===== config.mk =====
export PLATFORM = sky130hd
export DESIGN_NAME = wb_initiator
export DESIGN_NICKNAME = d
export VERILOG_FILES = /design/src/rtl/wb_initiator.sv
export SDC_FILE = /design/constraint.sdc
export NUM_CORES = 1
export LEC_CHECK = 0
export BUFFER_PORTS_ARGS = -buffer_cell sky130_fd_sc_hd__buf_2
export CORE_MARGIN = 8
export CORE_UTILIZATION = 52
export DETAILED_ROUTE_END_ITERATION = 10
export GPL_TIMING_DRIVEN = 0
export PLACE_DENSITY = 0.86
export SYNTH_ARGS = -nofsm -noshare
export SYNTH_HDL_FRONTEND = slang
export SYNTH_SLANG_ARGS = --single-unit

===== constraint.sdc =====
create_clock -name clk_i -period 4.4 [get_ports clk_i]
set_input_delay 0.22 -clock clk_i [delete_from_list [all_inputs] [get_ports clk_i]]
set_output_delay 0.22 -clock clk_i [all_outputs]
set_load 0.1 [all_outputs]

===== src/rtl/wb_initiator.sv =====
// Single-outstanding Wishbone initiator: turns a valid/ready command stream into
// pipelined Wishbone cycles with bounded retry, per-attempt timeout and one response per command.
module wb_initiator #(
    parameter  int ADDR_WIDTH = 32,
    parameter  int DATA_WIDTH = 32,
    parameter  int TIMEOUT    = 1024,
    parameter  int MAX_RETRY  = 3,
    localparam int SEL_WIDTH  = DATA_WIDTH / 8
) (
    input  logic                  clk_i,
    input  logic                  rst_n_i,
    input  logic                  cmd_valid_i,
    output logic                  cmd_ready_o,
    input  logic                  cmd_we_i,
    input  logic [ADDR_WIDTH-1:0] cmd_adr_i,
    input  logic [DATA_WIDTH-1:0] cmd_dat_i,
    input  logic [SEL_WIDTH-1:0]  cmd_sel_i,
    output logic                  rsp_valid_o,
    input  logic                  rsp_ready_i,
    output logic [DATA_WIDTH-1:0] rsp_dat_o,
    output logic [1:0]            rsp_status_o,
    output logic                  wb_cyc_o,
    output logic                  wb_stb_o,
    output logic                  wb_we_o,
    output logic [ADDR_WIDTH-1:0] wb_adr_o,
    output logic [SEL_WIDTH-1:0]  wb_sel_o,
    output logic [DATA_WIDTH-1:0] wb_dat_o,
    input  logic [DATA_WIDTH-1:0] wb_dat_i,
    input  logic                  wb_ack_i,
    input  logic                  wb_err_i,
    input  logic                  wb_rty_i,
    input  logic                  wb_stall_i
);

    localparam int LSB   = $clog2(SEL_WIDTH);
    localparam int TMR_W = $clog2(TIMEOUT + 1);
    localparam int RTY_W = $clog2(MAX_RETRY + 1) + 1;
    localparam logic [ADDR_WIDTH-1:0] ADR_MASK =
        ~((ADDR_WIDTH'(1) << LSB) - ADDR_WIDTH'(1));

    localparam logic [1:0] ST_OK  = 2'b00;
    localparam logic [1:0] ST_ERR = 2'b01;
    localparam logic [1:0] ST_TMO = 2'b10;
    localparam logic [1:0] ST_RTY = 2'b11;

    typedef enum logic [2:0] {S_IDLE, S_REQ, S_WAIT, S_BACKOFF, S_RSP} state_t;

    state_t                state, state_d;
    logic [TMR_W-1:0]      timer, timer_d;
    logic [RTY_W-1:0]      retry_cnt, retry_cnt_d;
    logic                  accept, active, timed_out, retry_ok;
    logic                  cmd_ready_d, rsp_valid_d, cyc_d, stb_d, we_d;
    logic [ADDR_WIDTH-1:0] adr_d;
    logic [SEL_WIDTH-1:0]  sel_d;
    logic [DATA_WIDTH-1:0] wdat_d, rdat_d;
    logic [1:0]            status_d;

    assign accept    = (state == S_IDLE) & cmd_valid_i & cmd_ready_o;
    assign active    = (state == S_REQ) | (state == S_WAIT);
    assign timed_out = (timer == TMR_W'(TIMEOUT));
    assign retry_ok  = (retry_cnt < RTY_W'(MAX_RETRY));

    // every output is a register loaded from its *_d shadow
    always_ff @(posedge clk_i or negedge rst_n_i) begin
        if (!rst_n_i) begin
            state        <= S_IDLE;
            timer        <= '0;
            retry_cnt    <= '0;
            cmd_ready_o  <= 1'b0;
            rsp_valid_o  <= 1'b0;
            rsp_dat_o    <= '0;
            rsp_status_o <= '0;
            wb_cyc_o     <= 1'b0;
            wb_stb_o     <= 1'b0;
            wb_we_o      <= 1'b0;
            wb_adr_o     <= '0;
            wb_sel_o     <= '0;
            wb_dat_o     <= '0;
        end else begin
            state        <= state_d;
            timer        <= timer_d;
            retry_cnt    <= retry_cnt_d;
            cmd_ready_o  <= cmd_ready_d;
            rsp_valid_o  <= rsp_valid_d;
            rsp_dat_o    <= rdat_d;
            rsp_status_o <= status_d;
            wb_cyc_o     <= cyc_d;
            wb_stb_o     <= stb_d;
            wb_we_o      <= we_d;
            wb_adr_o     <= adr_d;
            wb_sel_o     <= sel_d;
            wb_dat_o     <= wdat_d;
        end
    end

    // termination priority err > rty > ack; a termination beats a coincident timeout
    always_comb begin
        state_d = state;
        case (state)
            S_IDLE:    if (accept) state_d = S_REQ;
            S_REQ, S_WAIT: begin
                if (wb_err_i)                    state_d = S_RSP;
                else if (wb_rty_i)               state_d = retry_ok ? S_BACKOFF : S_RSP;
                else if (wb_ack_i || timed_out)  state_d = S_RSP;
                else if (state == S_REQ && !wb_stall_i) state_d = S_WAIT;
            end
            S_BACKOFF: state_d = S_REQ;
            S_RSP:     if (rsp_ready_i) state_d = S_IDLE;
            default:   state_d = S_IDLE;
        endcase
    end

    always_comb begin
        cmd_ready_d = (state_d == S_IDLE);
        cyc_d       = (state_d == S_REQ) | (state_d == S_WAIT);
        stb_d       = (state_d == S_REQ);
        rsp_valid_d = (state_d == S_RSP);
        we_d        = wb_we_o;
        adr_d       = wb_adr_o;
        sel_d       = wb_sel_o;
        wdat_d      = wb_dat_o;
        rdat_d      = rsp_dat_o;
        status_d    = rsp_status_o;
        timer_d     = timer;
        retry_cnt_d = retry_cnt;
        if (accept) begin
            we_d        = cmd_we_i;
            adr_d       = cmd_adr_i & ADR_MASK;
            sel_d       = cmd_sel_i;
            wdat_d      = cmd_dat_i;
            timer_d     = '0;
            retry_cnt_d = '0;
        end
        if (state == S_BACKOFF) timer_d = '0;
        if (active) begin
            timer_d = timer + 1'b1;
            if (wb_err_i) begin
                status_d = ST_ERR;
                rdat_d   = '0;
            end else if (wb_rty_i) begin
                if (retry_ok) begin
                    retry_cnt_d = retry_cnt + 1'b1;
                end else begin
                    status_d = ST_RTY;
                    rdat_d   = '0;
                end
            end else if (wb_ack_i) begin
                status_d = ST_OK;
                rdat_d   = wb_we_o ? '0 : wb_dat_i;
            end else if (timed_out) begin
                status_d = ST_TMO;
                rdat_d   = '0;
            end
        end
    end

endmodule


==> run metrics, run 1 <==
status=completed; Slew headroom=61.3%; Max Cap Viol=0; YS warnings=0; DP Area=6400 µm²; number of remaining DRC errors=0; Syn Inst Count=395; clock-pin slew on the worst setup and hold paths=~0.060 ns; number of global-route vias before repair=5016; Avg WL per Cell=20.4 µm; flops & latches, synth=122; share of cells above drive strength 1=a little under half; total track usage=27.3%; met2 WL=just over 9000 µm; hold path cells=3; Final Hold Fails=0; wire length on met1=6460 µm; Congestion Overflow GR=0; Die X=around 120 µm; Post-DRT Antenna Nets=0; worst r2r src=state[0]$_DFF_PN0_; Via-to-Cell Ratio=5.14; RSZ-0062 raised after global routing=false; Fmax achieved=about 480 MHz; Final Setup Violations=0; Worst Tran Pin Value=0.575 ns; WHS Endpoint=wb_stb_o$_DFF_PN0_; worst setup margin=2.31 ns; Req. time, crit path=roughly 4.8 ns; setup TNS=0 ns; Total Wirelength=17800 µm; Hold Crit Class=primary input to flop; Root Driver=clkbuf_8; final-stage net count=approximately 840; Synth Cell Area=5140 µm²; # fillers=approximately 470; count of cell types in the netlist=slightly above 40; CTS H-tree lvls=4; clock buffer depth=2; Iteration-0 DRC Markers=214; Post-Layout Inst Area=7970 µm²; predominant post-synthesis flop cell=dfrtp_1; Worst R2R End=wb_adr_o[29]$_DFFE_PN0P_; DP Worst Slack=2.32 ns; number of clock sinks=122; Final Wtd Congestion=slightly above 0.8; Post-CTS Setup Bufs=0; Layout area overhead=55.2%; DIE HEIGHT=~120 µm; reg2reg path depth=6; sequential area share after synthesis=just under 60%; Mean Syn Cell Area=13.0 µm²; drt first pass iters=4; WL met3=1620 µm; Arrival @ worst endpoint=2.48 ns; skew final=0.0104 ns; critical hold path startpoint=wb_stall_i; Final Max Tran Viols=0; Clk Latency, worst-skew pair=0.51 ns; CP Max Fanout=10; initial core utilization=53.0%; TritonCTS clock tree=built; initial antenna violation count=1; ys async rst share=100%; Post-synth EDFFs=0; std cell rows=36; die area=13300 µm²; R2R Setup Slk=2.31 ns; Post-DP HPWL=10700 µm; fin crit period=2.09 ns; Worst setup EP type=flop; first-pass GRT wire length=27400 µm; boundary pin count=216; CTS Buf Count=17; pin count of the biggest net entering global routing=74; core area=9680 µm²; critical path class=flop to flop; count of input and output buffers=211; max layer used=met4; CP startpoint kind=flop; fin crit share=around 48%; routed vias=between 4k and 5k
[cells by family (layout without fill, tap and decap cells)]
family | after synthesis | after routing | synth area share [%]
AOI/OAI and AO/OA | 19 | 19 | 2.36
xor gates and xnor gates | 2 | 2 | 0.487
adders and majority gates | 3 | 3 | 0.731
buffers and inverters | 60 | 403 | 5.97
DFF | 122 | 122 | 59.4
muxes | 108 | 108 | 22.7
other | 1 | 3 | 0.0730
and+or+nand+nor | 80 | 80 | 8.23
[synthesized netlist by cell type, types with 2 or more instances]
| cell | n | area share, % |
|---|---|---|
| dfrtp_1 | 122 | 59 |
| buf_4 | 4 | 0.58 |
| or3_1 | 2 | 0.24 |
| nor3b_1 | 2 | 0.29 |
| nor4_1 | 4 | 0.49 |
| nand3_1 | 5 | 0.49 |
| nor2_1 | 3 | 0.22 |
| mux2_2 | 69 | 15 |
| nor3_1 | 2 | 0.19 |
| mux2i_1 | 39 | 7.6 |
| nand2_1 | 47 | 3.4 |
| nor2_2 | 2 | 0.24 |
| ha_1 | 3 | 0.73 |
| o21ai_0 | 7 | 0.68 |
| clkbuf_1 | 4 | 0.29 |
| nor4b_2 | 2 | 0.58 |
| inv_1 | 40 | 2.9 |
| buf_2 | 8 | 0.78 |
| a21oi_1 | 5 | 0.49 |
| nand2b_1 | 2 | 0.24 |
| buf_12 | 3 | 1.2 |
[how the worst max path moves through the flow]
| stage | cells after the start | end | startpoint |
|---|---|---|---|
| 2_1_floorplan | 5 | wb_adr_o[26]$_DFFE_PN0P_ | cmd_ready_o$_DFF_PN0_ |
| 3_3_place_gp | 1 | rsp_dat_o[10]$_DFFE_PN0P_ | rst_n_i |
| 3_5_place_dp | 6 | wb_dat_o[1]$_DFFE_PN0P_ | state[0]$_DFF_PN0_ |
| 4_1_cts | 6 | wb_adr_o[30]$_DFFE_PN0P_ | state[0]$_DFF_PN0_ |
| 5_1_grt | 6 | wb_dat_o[3]$_DFFE_PN0P_ | state[0]$_DFF_PN0_ |
| 6_report | 6 | wb_adr_o[29]$_DFFE_PN0P_ | state[0]$_DFF_PN0_ |
[state kept, by name, summed over array words and instances (netlist names)]
signal,cells
rsp_valid_o,1
wb_we_o,1
retry_cnt,3
wb_stb_o,1
rsp_dat_o,32
wb_cyc_o,1
timer,11
rsp_status_o,2
state,3
wb_sel_o,4
wb_dat_o,32
cmd_ready_o,1
wb_adr_o,30
[cell usage in the layout (no fill, tap or decap), types with 5 or more instances in the layout]
cell type | Yosys | routed
dlygate4sd3_1 | 0 | 100
inv_1 | 40 | 40
buf_2 | 8 | 218
clkinv_2 | 0 | 5
clkbuf_1 | 4 | 5
nand2_1 | 47 | 47
mux2_2 | 69 | 69
clkbuf_16 | 0 | 16
dfrtp_1 | 122 | 122
a21oi_1 | 5 | 5
o21ai_0 | 7 | 7
nand3_1 | 5 | 5
mux2i_1 | 39 | 39
[critical path: stages (launching register included)]
cell       delay (ns)
dfrtp_1          0.35
buf_2            0.17
nand4bb_4        0.28
nor2_2           0.33
buf_4            0.27
buf_4            0.21
mux2_2           0.37
[metrics by stage]
stage / instances / hold WS (ns) / util (%)
2_1_floorplan: 396 / -0.0756 / -
3_3_place_gp: 740 / 0.451 / 65.7
3_5_place_dp: 741 / 0.197 / 66.1
4_1_cts: 872 / 0.0348 / 82.3
5_1_grt: 873 / 0.0532 / 82.3
6_report: 873 / 0.0593 / 82.3
[routing by layer]
layer | vias up | global-route usage (%)
li1 | 1992 | -
met2 | 254 | 47.1
met3 | 45 | 9.77
met5 | - | 0
met4 | 0 | 13.5
met1 | 2196 | 28.9
[final cells by class]
cell class / count / area, µm² / area share (%)
Clock inverter: 13 / 154 / 1.93
Inverter: 40 / 150 / 1.88
Timing Repair Buffer: 312 / 2090 / 26.2
Buffer: 20 / 156 / 1.96
Antenna cell: 1 / 2.50 / 0.0314
Tap cell: 133 / 166 / 2.09
Sequential cell: 122 / 3050 / 38.3
Clock buffer: 18 / 418 / 5.24
Multi-Input combinational cell: 214 / 1780 / 22.3
[timing repair]
action / in CTS / in global routing
hold endpoints to repair: 148 / 0
hold buffers: 100 / 0
gates resized for setup: 0 / 0
Power of run 1 is left out: the tool's default activity adds up to more than one toggle a clock period on the data nets, which glitch-free logic cannot reach.
==> run 2: changes to the inputs <==
--- a/config.mk
+++ b/config.mk
@@ -5,12 +5,13 @@
 export SDC_FILE = /design/constraint.sdc
 export NUM_CORES = 1
 export LEC_CHECK = 0
+export ABC_AREA = 1
 export BUFFER_PORTS_ARGS = -buffer_cell sky130_fd_sc_hd__buf_2
 export CORE_MARGIN = 8
-export CORE_UTILIZATION = 52
+export CORE_UTILIZATION = 48
 export DETAILED_ROUTE_END_ITERATION = 10
 export GPL_TIMING_DRIVEN = 0
-export PLACE_DENSITY = 0.86
+export PLACE_DENSITY = 0.8
 export SYNTH_ARGS = -nofsm -noshare
 export SYNTH_HDL_FRONTEND = slang
 export SYNTH_SLANG_ARGS = --single-unit
==> constraint.sdc (replaced) <==
create_clock -name clk_i -period 2.1 [get_ports clk_i]
set_input_delay 0.105 -clock clk_i [delete_from_list [all_inputs] [get_ports clk_i]]
set_output_delay 0.105 -clock clk_i [all_outputs]
set_load 0.1 [all_outputs]
==> run 2 against run 1 <==
Effect of this change: flip-flop and latch count is the same; global-route usage shrank 1.7 points; clock skew increased by 0.00051 ns; setup slack got worse by 1.9 ns; highest routed layer unchanged; largest cell class unchanged.
==> run metrics, run 2 <==
critical hold path startpoint=wb_rty_i; CTS resizes=0 (unchanged); Clk Latency, worst-skew pair=0.51 ns (about the same); die area=14200 µm² (+6.4%); status=completed; Avg WL per Cell=16.8 µm (-17%); first-pass GRT wire length=29200 µm (+6.3%); Worst setup EP type=flop; Via-to-Cell Ratio=5.07 (-1.3%); Synth Cell Area=5090 µm² (-0.85%); routed vias=5421 (+21%); Total Wirelength=18000 µm (+1.1%); Hold-fix buffers, CTS=105 (+5.0%); final-stage net count=1032 (+23%); Final Max Tran Viols=0 (unchanged); Slew headroom=64.6% (+3.3 points); Post-CTS Setup Bufs=0 (unchanged); Root Driver=clkbuf_8; most numerous cell in the Yosys netlist=nand2_1; drt first pass iters=4 (unchanged); critical path class=flop to flop; crit path max-delay cell type=dfrtp_1; Post-DRT Antenna Nets=0 (unchanged); number of remaining DRC errors=0 (unchanged); worst r2r src=timer[0]$_DFFE_PN0P_; skew final=0.0109 ns (+0.000508 ns); # fillers=647 (+36%); top cells by count, synth=nand2_1, dfrtp_1, nor2_1, inv_1, o21ai_0; Syn Inst Count=583 (+48%); fin crit period=1.71 ns (-0.378 ns); setup TNS=0 ns (unchanged); Final Setup Violations=0 (unchanged); Congestion Overflow GR=0 (unchanged); Post-DP HPWL=11000 µm (+2.1%); Max Cap Viol=0 (unchanged); boundary pin count=216 (unchanged); fin crit share=81.6% (+34 points); std cell rows=37 (+2.8%); total track usage=25.5% (-1.7 points); largest area contributor in the netlist=dfrtp_1; initial core utilization=49.3% (-3.7 points); Die X=119 µm (+3.1%); Layout area overhead=56.6%; number of clock sinks=122 (unchanged); Hold Crit Class=primary input to flop; count of cell types in the netlist=31 (-24%); largest cells by area after synthesis=dfrtp_1, nand2_1, o21ai_2; pin count of the biggest net entering global routing=83 (+12%); RSZ-0062 raised after global routing=false; clock-pin slew on the worst setup and hold paths=0.06 ns (about the same); CTS H-tree lvls=4 (unchanged); sequential area share after synthesis=59.9% (+0.51 points); Fmax achieved=584 MHz (+22%); CP startpoint=timer[0]$_DFFE_PN0P_; CP startpoint kind=flop; Worst Tran Pin Value=0.534 ns (-0.0408 ns); ys async rst share=100% (unchanged); Final Hold Fails=0 (unchanged); Final Wtd Congestion=0.813 (-0.57%); number of global-route vias before repair=5973 (+19%); Req. time, crit path=2.49 ns (-2.30 ns); count of input and output buffers=211 (unchanged); flops & latches, synth=122 (unchanged); TritonCTS clock tree=built; Iteration-0 DRC Markers=333 (+56%); Mean Syn Cell Area=8.74 µm² (-33%); post-synth top area share=59.9% (+0.51 points); CP Cell Sequence=inv_1 > ha_1 > nand2_1 > inv_1 > nand3_1 > o21bai_4 > nand2_4 > buf_6 > buf_8 > nand2_1 > o21ai_2; commonest non-fill, non-tap cell in the layout=nand2_1; YS warnings=0 (unchanged); CP max stage delay=0.45 ns (+0.08 ns); Arrival @ worst endpoint=2.11 ns (-0.37 ns); most frequent cells in the layout=nand2_1, buf_2, dfrtp_1, dlygate4sd3_1, nor2_1; share of cells above drive strength 1=30.3% (-15 points); core area=10300 µm² (+6.6%); clock buffer depth=2 (unchanged); registers with the most flip-flops=rsp_dat_o (32), wb_dat_o (32), wb_adr_o (30); CP Max Fanout=10 (unchanged); initial antenna violation count=1 (unchanged); CTS Buf Count=17 (unchanged); DIE HEIGHT=119 µm (+3.1%); Post-synth EDFFs=0 (unchanged); predominant post-synthesis flop cell=dfrtp_1
run 2: changes by cell type after synthesis, sizes merged, moves of 3 or more:
cell | before | now
nand2 | 47 | 314
nor2 | 5 | 22
o31ai | 0 | 3
inv | 40 | 22
o21ai | 7 | 41
buf | 16 | 22
mux2i | 39 | 0
nor4 | 5 | 1
nand3 | 6 | 11
mux2 | 69 | 0
run 2: final cells by class:
cell class | instances | area, µm² | share of cell area [%]
clock inverters | 8 | 120 | 1.51
flip-flops and latches | 122 | 3050 | 38.3
inverters | 22 | 82.6 | 1.04
repair buffers | 317 | 2140 | 26.8
well taps | 136 | 170 | 2.13
multi-input cells | 413 | 1790 | 22.5
clock buffers | 23 | 447 | 5.60
plain buffers | 27 | 170 | 2.13
diodes | 1 | 2.50 | 0.0314
run 2: metrics by stage:
stage	instances	utilization [%]	worst slack, ns	cell area [µm²]	hold slack (ns)
6_report	1069	77.3	0.386	7980	0.0379
5_1_grt	1069	77.3	0.239	7980	0.0227
4_1_cts	1068	77.3	0.408	7980	0.00998
3_5_place_dp	932	61.6	0.422	6360	0.0382
3_3_place_gp	931	61.3	-0.513	6320	0.299
2_1_floorplan	584	-	0.274	5100	-0.191
run 2: final timing paths:
check,slack [ns],depth (start not counted),endpoint
max,0.39,11,rsp_dat_o[27]$_DFFE_PN0P_
min,0.04,3,rsp_status_o[1]$_DFFE_PN0P_
max reg2reg,0.39,11,rsp_dat_o[27]$_DFFE_PN0P_
min reg2reg,0.48,2,wb_adr_o[22]$_DFFE_PN0P_
max in group asynchronous,1.30,3,wb_dat_o[24]$_DFFE_PN0P_
min in group asynchronous,0.08,2,wb_adr_o[23]$_DFFE_PN0P_
run 2: cell families (layout without fill, tap and decap cells):
group / after synthesis / count (layout) / share of synthesized area [%]
and+or+nand+nor: 356 / 356 / 27.8
adders and majority gates: 3 / 3 / 0.737
other: 1 / 3 / 0.0736
xor gates and xnor gates: 2 / 2 / 0.344
AOI/OAI and AO/OA: 50 / 50 / 6.14
DFF: 122 / 122 / 59.9
buffers and inverters: 49 / 397 / 4.96
run 2: routing by layer:
metal | global-route usage [%] | share of wire [%] | vias up
met3 | 8.83 | 7.7 | 90
met5 | 0 | 0 | -
li1 | - | - | 2481
met2 | 44.2 | 51 | 274
met1 | 25.7 | 36 | 2576
met4 | 16.8 | 5.5 | 0
run 2: critical path, delay by kind of cell, from the launching register on:
kind	cells	cell delay, ns
simple gates	4	0.33
buf+inv	4	0.44
fa+ha+maj	1	0.14
compound gates	2	0.25
flops	1	0.45
Power of run 2 is left out for the same reason.
==> run 3: changes to the inputs <==
==> constraint.sdc (replaced) <==
create_clock -name clk_i -period 1.65 [get_ports clk_i]
set_input_delay 0.0825 -clock clk_i [delete_from_list [all_inputs] [get_ports clk_i]]
set_output_delay 0.0825 -clock clk_i [all_outputs]
set_load 0.1 [all_outputs]
==> run 3 against run 2 <==
Effect of this change: cell count increased by 1.2%; routed wire length increased by 1.9%; critical path depth unchanged; fmax grew 6.2%; first-iteration DRC count increased by 43%; non-clock buffer count rose by 8; critical path type unchanged; die area is the same; flip-flop and latch count stayed put.
==> run metrics, run 3 (synthesis results as in run 2) <==
status=completed; Root Driver=clkbuf_8; crit path buf inv count=4 (unchanged); Final Hold Fails=0 (unchanged); boundary pin count=216 (unchanged); first-pass GRT wire length=29000 µm (-0.59%); fin crit period=1.61 ns (-0.0996 ns); GRT met2 Usage=44.7% (+0.46 points); core area=10300 µm² (unchanged); TritonCTS clock tree=built; Die X=119 µm (unchanged); clock buffer depth=2 (unchanged); Clk Latency, worst-skew pair=0.52 ns (about the same); count of input and output buffers=211 (unchanged); Via-to-Cell Ratio=5.05 (-0.44%); Iteration-0 DRC Markers=476 (+43%); most heavily used metal layer in global routing=met2; share of cells above drive strength 1=33.2% (+2.9 points); Final Max Tran Viols=0 (unchanged); Fmax achieved=620 MHz (+6.2%); routed vias=5463 (+0.77%); most frequent cells in the layout=nand2_1, buf_2, dfrtp_1, dlygate4sd3_1, nor2_1; Req. time, crit path=2.05 ns (-0.44 ns); Congestion Overflow GR=0 (unchanged); CP Cell Sequence=inv_1 > ha_1 > nand2_1 > inv_1 > nand3_2 > o21bai_4 > nand2_4 > buf_8 > buf_8 > nand2_2 > o21ai_2; Worst setup EP type=flop; Max Cap Viol=0 (unchanged); final-stage net count=1040 (+0.78%); Post-DP HPWL=10800 µm (-1.6%); initial core utilization=49.3% (unchanged); # fillers=576 (-11%); fin crit share=97.8% (+16 points); number of clock sinks=122 (unchanged); number of remaining DRC errors=0 (unchanged); initial antenna violation count=5 (+4); CP startpoint kind=flop; Final Wtd Congestion=0.801 (-1.5%); CTS H-tree lvls=4 (unchanged); drt first pass iters=5 (+1); Slew headroom=65.2% (+0.62 points); total track usage=25.5% (-0.061 points); CP Max Fanout=10 (unchanged); std cell rows=37 (unchanged); Post-DRT Antenna Nets=0 (unchanged); Hold Crit Class=primary input to flop; number of global-route vias before repair=5786 (-3.1%); registers with the most flip-flops=rsp_dat_o (32), wb_dat_o (32), wb_adr_o (30); pin count of the biggest net entering global routing=88 (+6.0%); Top Family by Delay on Critical Path=buffers and inverters; GRT met1 Usage=26.8% (+1.1 points); clock-pin slew on the worst setup and hold paths=0.06 ns (about the same); crit path max-delay cell type=dfrtp_1; die area=14200 µm² (unchanged); Arrival @ worst endpoint=2.01 ns (-0.10 ns); DIE HEIGHT=119 µm (unchanged); Worst Tran Pin Value=0.525 ns (-0.00930 ns); commonest non-fill, non-tap cell in the layout=nand2_1; Final Setup Violations=0 (unchanged); Total Wirelength=18300 µm (+1.9%); critical path class=flop to flop; Avg WL per Cell=16.9 µm (+0.70%); M3 GR Usage=8.50% (-0.33 points); CTS Buf Count=17 (unchanged); CP max stage delay=0.39 ns (-0.06 ns); skew final=0.00620 ns (-0.00468 ns); Layout area overhead=59.4%; RSZ-0062 raised after global routing=true; setup TNS=0 ns (unchanged)
-- run 3: cell count changes in the layout (fill, tap and decap cells not counted), moves of 3 or more --
| cell | change |
|---|---|
| nand2_2 | +6 |
| clkbuf_1 | -5 |
| nand2_1 | -7 |
| diode_2 | +4 |
| buf_4 | +9 |
| clkinvlp_4 | +3 |
| clkinv_4 | +3 |
-- run 3: final timing paths --
path,start,endpoint,slack [ns],cells past startpoint
worst max-delay path,timer[1]$_DFFE_PN0P_,rsp_dat_o[27]$_DFFE_PN0P_,0.04,11
worst min-delay path,wb_ack_i,rsp_status_o[1]$_DFFE_PN0P_,0.008,4
max in group asynchronous,rst_n_i,wb_dat_o[29]$_DFFE_PN0P_,0.89,3
worst min register to register,wb_dat_o[12]$_DFFE_PN0P_,wb_dat_o[12]$_DFFE_PN0P_,0.47,2
worst max register to register,timer[1]$_DFFE_PN0P_,rsp_dat_o[27]$_DFFE_PN0P_,0.04,11
min in group asynchronous,rst_n_i,wb_adr_o[21]$_DFFE_PN0P_,0.04,2
-- run 3: worst reg2reg max path, delay by kind of cell, from the launching register on --
kind / cells / cell delay, ns
compound gates: 2 / 0.22
fa+ha+maj: 1 / 0.14
buf+inv: 4 / 0.44
flops: 1 / 0.39
simple gates: 4 / 0.31
-- run 3: per-layer routing --
layer | up-vias | routed length [µm]
met2 | 265 | 9660
met3 | 51 | 1400
li1 | 2497 | -
met4 | 0 | 634
met1 | 2650 | 6620
met5 | - | 0
-- run 3: what timing repair did --
action | 4_1_cts | 5_1_grt
pin swaps | 1 | 4
gates resized for setup | 1 | 20
cloned | 0 | 0
endpoints found under the hold margin | 225 | 0
setup buffers | 4 | 5
setup endpoints to repair | 24 | 57
hold buffers | 104 | 0
-- run 3: through the flow --
stage	utilization (%)	cell area (µm²)	setup slack, ns	std cells	hold WS, ns
detailed placement	61.6	6360	-0.0557	932	-0.00413
global route	78.6	8120	-0.0553	1082	0.0469
finish	78.6	8120	0.0361	1082	0.00809
global placement	61.3	6320	-1.14	931	0.276
CTS	77.6	8010	0.00256	1072	0.0123
floorplan	-	5100	0.0555	584	-0.213
-- run 3: cell type report --
cell class,instances,area [µm²],share of cell area (%)
clock buffers,18,428,5.27
plain buffers,27,174,2.14
multi-input cells,413,1850,22.8
flip-flops and latches,122,3060,37.6
well taps,136,170,2.10
clock inverters,14,148,1.82
inverters,22,85.1,1.05
diodes,5,12.5,0.154
repair buffers,325,2200,27.1
Power of run 3 is left out for the same reason.
